## config.mk

```make
export PLATFORM = sky130hd
export DESIGN_NAME = pool1_channel_sequencer
export DESIGN_NICKNAME = d
export VERILOG_FILES = /design/src/rtl/pool1_channel_sequencer.sv
export SDC_FILE = /design/constraint.sdc
export NUM_CORES = 1
export LEC_CHECK = 0
export CORE_UTILIZATION = 40
export CTS_CLUSTER_DIAMETER = 50
export DETAILED_ROUTE_END_ITERATION = 6
export DONT_BUFFER_PORTS = 1
export PLACE_DENSITY = 0.65
export SLEW_MARGIN = 5
export SYNTH_ARGS = -nofsm -noshare
export SYNTH_HDL_FRONTEND = slang
export SYNTH_SLANG_ARGS = --single-unit
```

## constraint.sdc

```tcl
create_clock -name clk -period 7.05 [get_ports clk]
set_clock_uncertainty 0.2 [all_clocks]
set_input_delay 1.7625 -clock clk [delete_from_list [all_inputs] [get_ports clk]]
set_output_delay 1.7625 -clock clk [all_outputs]
set_load 0.1 [all_outputs]
```

## src/rtl/pool1_channel_sequencer.sv

```systemverilog
// Pool1 channel sequencer: streams each Conv1 channel into the pool
// input buffer, starts the pool engine, and tracks its completion.
//
// Ports:
//   clk, reset                  clock / async active-high reset
//   layer_start                 pulse, begins a layer when idle
//   data_in, data_valid_in      Conv1 output stream
//   data_ready_out              stream accepted (LOAD only)
//   data_in_from_previous       pool write data
//   ifm_address_write_previous  pool write address
//   ifm_enable_write_previous   pool write enable
//   start_from_previous         pool start pulse
//   end_from_next               downstream ready to pool
//   start_to_next               pool channel finished
//   ifm_enable_write_next       pool wrote one pooled word
//   next_ready                  downstream can take a channel
//   channel_idx, busy           status
//   layer_done                  pulse after the last channel
//   err_count, err_timeout      sticky error flags
module pool1_channel_sequencer #(
    parameter int DATA_WIDTH     = 32,
    parameter int IFM_SIZE       = 28,
    parameter int IFM_DEPTH      = 6,
    parameter int KERNAL_SIZE    = 2,
    parameter int TIMEOUT_CYCLES = 4096
) (
    input  logic                                  clk,
    input  logic                                  reset,
    input  logic                                  layer_start,
    input  logic [DATA_WIDTH-1:0]                 data_in,
    input  logic                                  data_valid_in,
    output logic                                  data_ready_out,
    output logic [DATA_WIDTH-1:0]                 data_in_from_previous,
    output logic [$clog2(IFM_SIZE*IFM_SIZE)-1:0]  ifm_address_write_previous,
    output logic                                  ifm_enable_write_previous,
    output logic                                  start_from_previous,
    output logic                                  end_from_next,
    input  logic                                  start_to_next,
    input  logic                                  ifm_enable_write_next,
    input  logic                                  next_ready,
    output logic [((IFM_DEPTH > 1) ? $clog2(IFM_DEPTH) : 1)-1:0] channel_idx,
    output logic                                  busy,
    output logic                                  layer_done,
    output logic                                  err_count,
    output logic                                  err_timeout
);

    localparam int IFM_SIZE_NEXT = (IFM_SIZE - KERNAL_SIZE) / 2 + 1;
    localparam int NPIX   = IFM_SIZE * IFM_SIZE;
    localparam int OWORDS = IFM_SIZE_NEXT * IFM_SIZE_NEXT;
    localparam int ADDR_W = $clog2(NPIX);
    localparam int CH_W   = (IFM_DEPTH > 1) ? $clog2(IFM_DEPTH) : 1;
    localparam int OCNT_W = $clog2(OWORDS) + 1;
    localparam int TMR_W  = $clog2(TIMEOUT_CYCLES) + 1;

    localparam logic [ADDR_W-1:0]   ADDR_LAST = ADDR_W'(NPIX - 1);
    localparam logic [CH_W-1:0]     CH_LAST   = CH_W'(IFM_DEPTH - 1);
    localparam logic [OCNT_W:0]     OCNT_EXP  = (OCNT_W + 1)'(OWORDS);
    localparam logic [TMR_W-1:0]    TMR_LAST  = TMR_W'(TIMEOUT_CYCLES - 1);

    typedef enum logic [2:0] {
        S_IDLE,
        S_LOAD,
        S_START,
        S_RUN,
        S_DONE
    } state_t;

    state_t state, state_n;

    logic [ADDR_W-1:0]     addr, addr_n;
    logic [OCNT_W-1:0]     ocnt, ocnt_n;
    logic [TMR_W-1:0]      timer, timer_n;
    logic [OCNT_W:0]       ocnt_total;

    logic [DATA_WIDTH-1:0] wdata_n;
    logic [ADDR_W-1:0]     waddr_n;
    logic                  wen_n;
    logic                  start_n;
    logic                  end_n;
    logic [CH_W-1:0]       ch_n;
    logic                  busy_n;
    logic                  done_n;
    logic                  errc_n;
    logic                  errt_n;

    // Only the ready signal is decoded straight from state.
    assign data_ready_out = (state == S_LOAD);

    // A pooled word arriving together with completion still counts.
    assign ocnt_total = {1'b0, ocnt} + (OCNT_W + 1)'(ifm_enable_write_next);

    always_comb begin
        state_n = state;
        addr_n  = addr;
        ocnt_n  = ocnt;
        timer_n = timer;
        wdata_n = data_in_from_previous;
        waddr_n = ifm_address_write_previous;
        wen_n   = 1'b0;
        start_n = 1'b0;
        end_n   = end_from_next;
        ch_n    = channel_idx;
        errc_n  = err_count;
        errt_n  = err_timeout;

        unique case (state)
            S_IDLE: begin
                if (layer_start) begin
                    state_n = S_LOAD;
                    ch_n    = '0;
                    addr_n  = '0;
                    errc_n  = 1'b0;
                    errt_n  = 1'b0;
                end
            end
            S_LOAD: begin
                if (data_valid_in) begin
                    wdata_n = data_in;
                    waddr_n = addr;
                    wen_n   = 1'b1;
                    if (addr == ADDR_LAST) begin
                        addr_n  = '0;
                        state_n = S_START;
                    end else begin
                        addr_n = addr + 1'b1;
                    end
                end
            end
            S_START: begin
                // Hold here until downstream can take a channel.
                if (next_ready) begin
                    start_n = 1'b1;
                    end_n   = 1'b1;
                    ocnt_n  = '0;
                    timer_n = '0;
                    state_n = S_RUN;
                end
            end
            S_RUN: begin
                timer_n = timer + 1'b1;
                if (ifm_enable_write_next && (ocnt != '1)) begin
                    ocnt_n = ocnt + 1'b1;
                end
                // Completion takes priority over a same-cycle timeout.
                if (start_to_next) begin
                    if (ocnt_total != OCNT_EXP) begin
                        errc_n = 1'b1;
                    end
                    end_n = 1'b0;
                    if (channel_idx == CH_LAST) begin
                        state_n = S_DONE;
                    end else begin
                        ch_n    = channel_idx + 1'b1;
                        state_n = S_LOAD;
                    end
                end else if (timer == TMR_LAST) begin
                    errt_n  = 1'b1;
                    end_n   = 1'b0;
                    state_n = S_IDLE;
                end
            end
            S_DONE: begin
                end_n   = 1'b0;
                state_n = S_IDLE;
            end
            default: begin
                state_n = S_IDLE;
            end
        endcase

        // Status outputs are registered from the next state so they
        // line up with the state they describe.
        busy_n = (state_n != S_IDLE);
        done_n = (state_n == S_DONE);
    end

    always_ff @(posedge clk or posedge reset) begin
        if (reset) begin
            state                      <= S_IDLE;
            addr                       <= '0;
            ocnt                       <= '0;
            timer                      <= '0;
            data_in_from_previous      <= '0;
            ifm_address_write_previous <= '0;
            ifm_enable_write_previous  <= 1'b0;
            start_from_previous        <= 1'b0;
            end_from_next              <= 1'b0;
            channel_idx                <= '0;
            busy                       <= 1'b0;
            layer_done                 <= 1'b0;
            err_count                  <= 1'b0;
            err_timeout                <= 1'b0;
        end else begin
            state                      <= state_n;
            addr                       <= addr_n;
            ocnt                       <= ocnt_n;
            timer                      <= timer_n;
            data_in_from_previous      <= wdata_n;
            ifm_address_write_previous <= waddr_n;
            ifm_enable_write_previous  <= wen_n;
            start_from_previous        <= start_n;
            end_from_next              <= end_n;
            channel_idx                <= ch_n;
            busy                       <= busy_n;
            layer_done                 <= done_n;
            err_count                  <= errc_n;
            err_timeout                <= errt_n;
        end
    end

endmodule

```

==> impl_metrics.env <==
export IMPL_grt_max_degree=88
export IMPL_grt_pass1_wl_um=12000
export IMPL_nets=393
export IMPL_via_per_inst=5.49
export IMPL_cts_tree="built"
export IMPL_first_pass_iters=4
export IMPL_clkTransAtPathRegs_ns=0.09
export IMPL_yosysSeqAreaShare_pct=54.2
export IMPL_synth_edff_count=0
export IMPL_start_util_pct=41.3
export IMPL_dp_hpwl_um=5280
export IMPL_peakVddDrop_mv=0.135
export IMPL_path_max_fanout=12
export IMPL_slew_viol_final=0
export IMPL_p_switching_uw=725
export IMPL_die_x_um=102
export IMPL_wl_per_cell_um=15.6
export IMPL_fmax_mhz=247
export IMPL_hp_class="flip-flop to flip-flop"
export IMPL_place_area_um2=4120
export IMPL_tightest_slew_ns=1.11
export IMPL_yosys_area_top_type_share_pct=54.2
export IMPL_yosysUniqueCellTypes=57
export IMPL_synthArstFlopShare_pct=100
export IMPL_die_area_um2=10400
export IMPL_finalCriticalPeriod_ns=4.04
export IMPL_layout_common_cells="dfrtp_1 (87), mux2_2 (40), nand2_1 (28), o21ai_0 (20), nand3_1 (19)"
export IMPL_setup_viol=0
export IMPL_drive_gt1_share_pct=19.4
export IMPL_crit_arrival_ns=2.08
export IMPL_syn_area_um2=4010
export IMPL_max_slew_margin_pct=25.8
export IMPL_p_clk_share_pct=22.8
export IMPL_io_pins=92
export IMPL_worstSetupPathType="flip-flop to output port"
export IMPL_seqPwrFrac_pct=66.3
export IMPL_port_buffers=0
export IMPL_fp_row_count=36
export IMPL_swShare_pct=46.1
export IMPL_synthTopCellsByArea="dfrtp_1 (54%), mux2_2 (11%), nand2_1 (2.6%)"
export IMPL_rsz0062_at_grt="no"
export IMPL_cts_num_sinks=87
export IMPL_fp_coreArea_um2=9730
export IMPL_antenna_found_initial=0
export IMPL_cts_resized=0
export IMPL_wl_um=7560
export IMPL_drv_cap=0
export IMPL_cts_hold_buf=0
export IMPL_cp_end_kind="output port"
export IMPL_die_h_um=102
export IMPL_synth_cells=347
export IMPL_crit_path_start_kind="flip-flop"
export IMPL_ys_warn_count=0
export IMPL_syn_to_final_growth_pct=7.67
export IMPL_ys_flop_type="dfrtp_1"
export IMPL_diodes=0
export IMPL_yosysTopAreaCell="dfrtp_1"
export IMPL_total_power_mw=1.57
export IMPL_place_gp_congestion=0.822
export IMPL_status="complete, no violations"
export IMPL_hold_viol=0
export IMPL_p_leak_nw=1.85
export IMPL_synth_seq_cells=87
export IMPL_h_tree_depth=3
export IMPL_p_comb_share_pct=10.9
export IMPL_antenna_left=0
export IMPL_first_iter_violations=113
export IMPL_syn_nets=394
export IMPL_cts_root_buf="clkbuf_8"
export IMPL_final_cells=484
export IMPL_syn_avg_cell_area_um2=11.6
export IMPL_cts_post_setup_buffers_inserted=0
export IMPL_p_int_uw=849
export IMPL_cp_data_required_time_ns=5.09
export IMPL_finalCritPeriodShare_pct=57.4
export IMPL_overflow=0
export IMPL_slowest_delay_ns=0.66
export IMPL_first_global_vias=2485
export IMPL_cellPowerDensity_nw_per_um2=364
export IMPL_fin_util_pct=44.4
export IMPL_cts_made_buffers=9
export IMPL_fin_tns_setup_ns=0
export IMPL_clock_path_buffers=2
export IMPL_stdcell_area_um2=4320
export IMPL_cp_cell_sequence="or3b_1, inv_1"
export IMPL_route_detailed_drc=0
export IMPL_clkLatencyLatePin_ns=0.36
export IMPL_critPathSlowestCell="inv_1"
export IMPL_route_vias_total=2656
export IMPL_final_common_cell="dfrtp_1"
export IMPL_place_inst=468
export IMPL_grtUsageTotal_pct=15.1
layer usage:
layer	vias up	GRT usage [%]	routed length, um
met5	-	0	0
met1	1306	19.1	3330
met2	78	23.7	3620
met3	10	4.65	478
li1	1262	-	-
met4	0	7.03	133
state kept, by name, indices dropped and copies added (netlist names):
name / flops
channel_idx: 3
ifm_address_write_previous: 10
timer: 13
err_count: 1
layer_done: 1
data_in_from_previous: 32
start_from_previous: 1
end_from_next: 1
state: 3
busy: 1
ifm_enable_write_previous: 1
addr: 10
err_timeout: 1
ocnt: 9
worst max-delay path: cells and delay by family (launching register included):
family        cells  cell delay (ns)
flops             1             0.54
buf+inv           1             0.66
simple gates      1             0.52
cells by family after synthesis:
group / Yosys count / share of synthesized area, %
and+or+nand+nor: 115 / 16.2
xor gates and xnor gates: 9 / 1.96
muxes: 46 / 12.9
adders and majority gates: 8 / 2.49
buffers and inverters: 25 / 2.93
DFF: 87 / 54.2
AOI/OAI and AO/OA: 57 / 9.26
stage by stage:
step,setup slack [ns],hold WS [ns]
finish,3.01,0.271
global placement,3.42,0.257
CTS,2.98,0.276
floorplan,2.84,0.240
global route,2.90,0.283
detailed placement,3.38,0.265
power by group through the flow:
stage	logic [mW]	registers [mW]	clock network [mW]
after floorplan	0.149	1.02	0
after global placement	0.167	1.05	0
after detailed placement	0.176	1.05	0
after CTS	0.176	1.04	0.370
after global routing	0.203	1.06	0.394
final	0.172	1.04	0.359
path summary, 6_finish.rpt:
check | cells past startpoint | end | slack [ns] | startpoint
setup / recovery | 2 | data_ready_out | 3.01 | state[0]
hold / removal | 1 | timer[11] | 0.27 | timer[11]
setup reg to reg | 3 | data_in_from_previous[9] | 4.35 | state[0]
hold reg to reg | 1 | timer[11] | 0.27 | timer[11]
max in group asynchronous | 2 | addr[0] | 4.54 | reset
min in group asynchronous | 2 | data_in_from_previous[20] | 1.41 | reset
cell type report:
class | instances | area, um^2
clock buffer | 10 | 138
clock inverter | 6 | 67.6
fill | 916 | 5410
inverter | 12 | 46.3
multi-input combinational | 235 | 1720
sequential | 87 | 2180
tap | 133 | 166
timing repair buffer | 1 | 7.51
cell usage after synthesis (all sizes together) (4+ instances only):
| library cell | count |
|---|---|
| xor2 | 5 |
| nand3 | 19 |
| and2 | 4 |
| xnor2 | 4 |
| dfrtp | 87 |
| ha | 8 |
| a21oi | 8 |
| buf | 9 |
| a31oi | 6 |
| o31ai | 6 |
| nor2 | 19 |
| or3b | 4 |
| nand4 | 8 |
| o21ai | 21 |
| and4 | 6 |
| and3 | 4 |
| inv | 11 |
| clkbuf | 4 |
| mux2 | 43 |
| nand2 | 28 |
No activity file was read; power rests on OpenSTA's default activity.
